File: src/rtl/polyphase_halfband_interpolator.sv
// rtl/polyphase_halfband_interpolator.sv - upsample-by-2 halfband FIR interpolator with one shared pre-add/MAC
module polyphase_halfband_interpolator #(
    parameter int SAMPLE_WIDTH = 6,
    parameter int COEF_WIDTH   = 16,
    parameter int HALF_TAPS    = 4,
    parameter int COEF_SHIFT   = 14,
    parameter logic signed [COEF_WIDTH-1:0] COEFS [0:HALF_TAPS-1] =
        '{-16'sd160, 16'sd640, -16'sd2048, 16'sd9760}
) (
    input  logic                           clk,
    input  logic                           reset,
    input  logic                           valid_in,
    input  logic signed [SAMPLE_WIDTH-1:0] data_in,
    output logic                           in_ready,
    output logic                           valid_out,
    output logic signed [SAMPLE_WIDTH-1:0] data_out
);

    localparam int TAPS   = 2 * HALF_TAPS;
    localparam int PRE_W  = SAMPLE_WIDTH + 1;
    localparam int PROD_W = SAMPLE_WIDTH + COEF_WIDTH + 1;
    localparam int ACC_W  = PROD_W + $clog2(HALF_TAPS) + 1;
    localparam int K_W    = (HALF_TAPS > 1) ? $clog2(HALF_TAPS) : 1;
    localparam int IDX_W  = $clog2(TAPS);

    // Rounding bias and clip limits, all in accumulator width so comparisons stay signed.
    localparam logic signed [ACC_W-1:0] ROUND_BIAS = ACC_W'(2 ** (COEF_SHIFT - 1));
    localparam logic signed [ACC_W-1:0] SAT_MAX    = ACC_W'(2 ** (SAMPLE_WIDTH - 1) - 1);
    localparam logic signed [ACC_W-1:0] SAT_MIN    = ~SAT_MAX;

    typedef enum logic [1:0] {
        S_IDLE   = 2'd0,
        S_MAC    = 2'd1,
        S_EMIT_A = 2'd2,
        S_EMIT_B = 2'd3
    } state_t;

    state_t                           r_state;
    state_t                           w_state_nxt;
    logic signed [SAMPLE_WIDTH-1:0]   r_dly [0:TAPS-1];
    logic signed [SAMPLE_WIDTH-1:0]   r_pass;
    logic signed [ACC_W-1:0]          r_acc;
    logic        [K_W-1:0]            r_k;
    logic                             r_valid_out;
    logic signed [SAMPLE_WIDTH-1:0]   r_data_out;

    logic                             w_accept;
    logic                             w_last_k;
    logic        [IDX_W-1:0]          w_idx_lo;
    logic        [IDX_W-1:0]          w_idx_hi;
    logic signed [PRE_W-1:0]          w_pre;
    logic signed [PROD_W-1:0]         w_prod;
    logic signed [ACC_W-1:0]          w_round;
    logic signed [ACC_W-1:0]          w_shift;
    logic signed [SAMPLE_WIDTH-1:0]   w_filt;
    logic                             w_valid_nxt;
    logic signed [SAMPLE_WIDTH-1:0]   w_data_nxt;

    assign in_ready  = (r_state == S_IDLE);
    assign w_accept  = valid_in && in_ready;
    assign w_last_k  = (r_k == K_W'(HALF_TAPS - 1));
    assign valid_out = r_valid_out;
    assign data_out  = r_data_out;

    // Pair k combines the k-th newest and k-th oldest taps, which share a coefficient.
    assign w_idx_lo = IDX_W'(r_k);
    assign w_idx_hi = IDX_W'(TAPS - 1) - w_idx_lo;
    assign w_pre    = PRE_W'(r_dly[w_idx_lo]) + PRE_W'(r_dly[w_idx_hi]);
    assign w_prod   = PROD_W'(w_pre) * PROD_W'(COEFS[r_k]);

    // Round half-up, drop fraction bits arithmetically, then clip to the sample range.
    assign w_round = r_acc + ROUND_BIAS;
    assign w_shift = w_round >>> COEF_SHIFT;

    // Saturate the scaled accumulator into the output sample width.
    always_comb begin
        w_filt = SAMPLE_WIDTH'(w_shift);
        if (w_shift > SAT_MAX) begin
            w_filt = SAMPLE_WIDTH'(SAT_MAX);
        end else if (w_shift < SAT_MIN) begin
            w_filt = SAMPLE_WIDTH'(SAT_MIN);
        end
    end

    // State register.
    always_ff @(posedge clk) begin
        if (reset) begin
            r_state <= S_IDLE;
        end else begin
            r_state <= w_state_nxt;
        end
    end

    // Next-state: accept, H MAC cycles, then the pass-through and filtered emits.
    always_comb begin
        w_state_nxt = r_state;
        unique case (r_state)
            S_IDLE:   if (w_accept) w_state_nxt = S_MAC;
            S_MAC:    if (w_last_k) w_state_nxt = S_EMIT_A;
            S_EMIT_A: w_state_nxt = S_EMIT_B;
            S_EMIT_B: w_state_nxt = S_IDLE;
            default:  w_state_nxt = S_IDLE;
        endcase
    end

    // Output decode from the next state so the registered strobe lines up with EMIT_A/EMIT_B.
    always_comb begin
        w_valid_nxt = 1'b0;
        w_data_nxt  = r_data_out;
        unique case (w_state_nxt)
            S_EMIT_A: begin
                w_valid_nxt = 1'b1;
                w_data_nxt  = r_pass;
            end
            S_EMIT_B: begin
                w_valid_nxt = 1'b1;
                w_data_nxt  = w_filt;
            end
            default: begin
                w_valid_nxt = 1'b0;
                w_data_nxt  = r_data_out;
            end
        endcase
    end

    // Registered output strobe and sample; data holds between strobes.
    always_ff @(posedge clk) begin
        if (reset) begin
            r_valid_out <= 1'b0;
            r_data_out  <= '0;
        end else begin
            r_valid_out <= w_valid_nxt;
            r_data_out  <= w_data_nxt;
        end
    end

    // Delay line shift and pass-through latch on accept; one coefficient pair accumulated per MAC cycle.
    always_ff @(posedge clk) begin
        if (reset) begin
            for (int i = 0; i < TAPS; i++) begin
                r_dly[i] <= '0;
            end
            r_pass <= '0;
            r_acc  <= '0;
            r_k    <= '0;
        end else if (w_accept) begin
            r_dly[0] <= data_in;
            for (int i = 1; i < TAPS; i++) begin
                r_dly[i] <= r_dly[i-1];
            end
            // d[H] after the shift is the sample currently at d[H-1].
            r_pass <= r_dly[HALF_TAPS-1];
            r_acc  <= '0;
            r_k    <= '0;
        end else if (r_state == S_MAC) begin
            r_acc <= r_acc + ACC_W'(w_prod);
            r_k   <= r_k + K_W'(1);
        end
    end

endmodule

File: config.mk
export PLATFORM = sky130hd
export DESIGN_NAME = polyphase_halfband_interpolator
export DESIGN_NICKNAME = d
export VERILOG_FILES = /design/src/rtl/polyphase_halfband_interpolator.sv
export SDC_FILE = /design/constraint.sdc
export NUM_CORES = 1
export LEC_CHECK = 0
export BUFFER_PORTS_ARGS = -buffer_cell sky130_fd_sc_hd__buf_2
export CAP_MARGIN = 20
export CORE_ASPECT_RATIO = 2
export CORE_UTILIZATION = 25
export CTS_CLUSTER_SIZE = 40
export DETAILED_ROUTE_END_ITERATION = 16
export PLACE_DENSITY_LB_ADDON = 0.15
export SYNTH_ARGS = -nofsm -noshare
export SYNTH_HDL_FRONTEND = slang
export SYNTH_SLANG_ARGS = --single-unit
File: constraint.sdc
create_clock -name clk -period 6.4 [get_ports clk]
set_input_delay 0.32 -clock clk [delete_from_list [all_inputs] [get_ports clk]]
set_output_delay 0.32 -clock clk [all_outputs]
set_load 0.02 [all_outputs]
==> impl_metrics.py <==
metrics = {
    "floorplan": {
        "core-area_um2": 30700,
        "die_area_um2": 32000,
        "row_count": 91,
        "start_util_pct": 25.4,
        "die_h_um": 252,
        "num_io_pins": 17,
        "die_x_um": 127,
    },
    "yosys": {
        "syn-num-nets": 919,
        "yosys.area.top_type": "fa_1",
        "async_flop_share_pct": 0,
        "synthCells": 764,
        "ys_seq_area_share_pct": 28.7,
        "ys.flop_type": "edfxtp_1",
        "yosysUniqueCellTypes": 59,
        "ys_warn_count": 0,
        "synth.top_cell.area_share_pct": 22.0,
        "synth_edf_count": 48,
        "postSynthAreaPerCell_um2": 10.2,
        "ys_seq_elements": 88,
        "syn-cell-area_um2": 7810,
        "synth_area_leaders": "fa_1, edfxtp_1, dfxtp_1",
    },
    "final_layout": {
        "stdcell_count": 1262,
        "multi_input_area_um2": 5420,
        "area_growth_pct": 28.0,
        "drive_gt1_share_pct": 30.1,
        "final_common_cell": "inv_1",
        "num-fill-cells": 3221,
        "num_antenna_cells": 0,
        "layout.nets": 1040,
        "seqCellArea_um2": 2250,
        "fin_util_pct": 32.5,
        "stdcell_area_um2": 10000,
        "final_cell_mix": "inv_1, buf_4, fa_1, edfxtp_1, nand2_1",
    },
    "worst_setup_path": {
        "rrSetupSlack_ps": 150,
        "worst-path-buf-inv": 8,
        "cp_max_fo": 5,
        "crit_family": "adder cells",
        "criticalPathCategory": "flip-flop to flip-flop",
        "crit_path_frequent_cell": "buf_6",
        "cp-end-kind": "flip-flop",
        "critPathLaunchType": "flip-flop",
        "worst_path_largest_cell_delay_ps": 550,
        "cp_slowest_cell": "mux4_2",
        "cp.required_ps": 6630,
        "crit_arrival_ps": 6480,
    },
    "clock_network": {
        "clk_pin_slew_ps": 70,
        "hold_buffers": 0,
        "htreeDepth": 3,
        "cts_made_buffers": 9,
        "cts.path.max_buffers": 2,
        "tritoncts": "built",
        "clockRootBuffer": "clkbuf_16",
        "cts.sinks": 88,
        "clk_latency_ps": 350,
    },
    "placed_design": {
        "dp_hpwl_um": 17100,
        "dp.cells": 1228,
        "gp_congestion": 0.763,
        "numPortBuffers": 16,
        "postPlaceCellArea_um2": 9030,
    },
    "timing": {
        "hold_violations": 0,
        "tightest_slew_ps": 892,
        "setup_viol": 0,
        "holdWs_ps": 240,
        "fin_crit_sh_pct": 97.7,
        "finalWorstPathRequiredPeriod_ps": 6250,
        "fmax_ghz": 0.160,
        "drv_slew": 0,
        "rsz0062_at_grt": "yes",
        "finClkSkew_ps": 10.2,
        "slew_headroom_pct": 40.5,
    },
    "worst_hold_path": {
        "hold_class": "input pin to flip-flop",
    },
    "drt": {
        "drt_iter0_markers": 181,
        "drc": 0,
        "num_vias": 5590,
        "routedWlPerCell_um": 16.7,
        "wl_um": 21000,
        "dr.pass1.iters": 5,
        "drt.antenna.violating_nets": 0,
        "viasPerCell": 4.43,
    },
    "global_route": {
        "grt_pass1_wl_um": 33500,
        "grt_max_degree": 69,
        "grt_usage_pct": 14.0,
        "grt_pass1_vias": 6084,
        "antenna_found_initial": 0,
        "overflow": 0,
    },
    "job": {
        "drv_cap": 0,
    },
    "status": {
        "status": "complete, no violations",
    },
}
-- cell families after synthesis --
group	after synthesis	share of synthesized area, %
AOI/OAI and AO/OA	112	9.83
adders and majority gates	146	31.6
buffers and inverters	168	8.33
and+or+nand+nor	200	13.5
DFF	88	28.7
muxes	17	4.13
xor gates and xnor gates	33	3.87
-- state kept, by name, indices dropped and copies added (netlist names), named ones only --
| register | cells |
|---|---|
| r_dly | 48 |
| r_acc | 21 |
| data_out | 6 |
| r_pass | 6 |
| r_k | 2 |
| r_state | 2 |
| valid_out | 1 |
-- through the flow --
| stage | setup slack, ps | setup TNS (ps) |
|---|---|---|
| 6_report | 149 | 0 |
| 5_1_grt | -119 | -409 |
| 4_1_cts | 0.0218 | 0 |
| 3_5_place_dp | -445 | -2350 |
| 3_3_place_gp | -421 | -2350 |
| 2_1_floorplan | 10.8 | 0 |
-- layer usage --
metal  routed length [µm]  global-route usage, %
met1                 7320                   13.8
met2                12400                   28.2
met3                  314                   1.42
met4                  980                   7.21
met5                    0                      0
-- area by class of cell --
cell class,count,area share [%]
well taps,372,4.65
repair buffers,135,10.3
flip-flops and latches,88,22.5
multi-input cells,508,54.2
inverters,143,5.39
clock inverters,6,0.688
clock buffers,10,2.29
-- synthesized netlist by cell type (all sizes together), types with 2 or more instances --
cell type  number
dfxtp          40
a211oi          5
xor2           14
ha             60
and3            2
and2           45
nor2           36
nand2b         13
a21o           13
edfxtp         48
or3             3
and4            3
clkbuf         16
buf             9
mux2            2
nand4           2
nand3          10
o21ai          27
o21a            8
nor3           10
inv           143
xnor2          18
o22a            3
nand2          47
mux4           12
a2111oi         2
fa             86
a21oi          30
nor2b          24
a31oi           9
nor4            2
a41oi           2
mux2i           3
o31ai           4
-- final timing paths --
path,from,end,cells after the start
max reg2reg,r_k[0],r_acc[23],29
min reg2reg,data_out[4],data_out[4],2
min,data_in[1],r_dly[0][1],2
max,r_k[0],r_acc[23],29
-- timing repair --
item                       CTS  global route
gates resized for setup     59            59
pin swaps                   39            70
buffers inserted             9             9
setup endpoints to repair   11            11
Power is not shown: default switching activity piles up to over one toggle a cycle in this logic, so the estimate is an artifact.
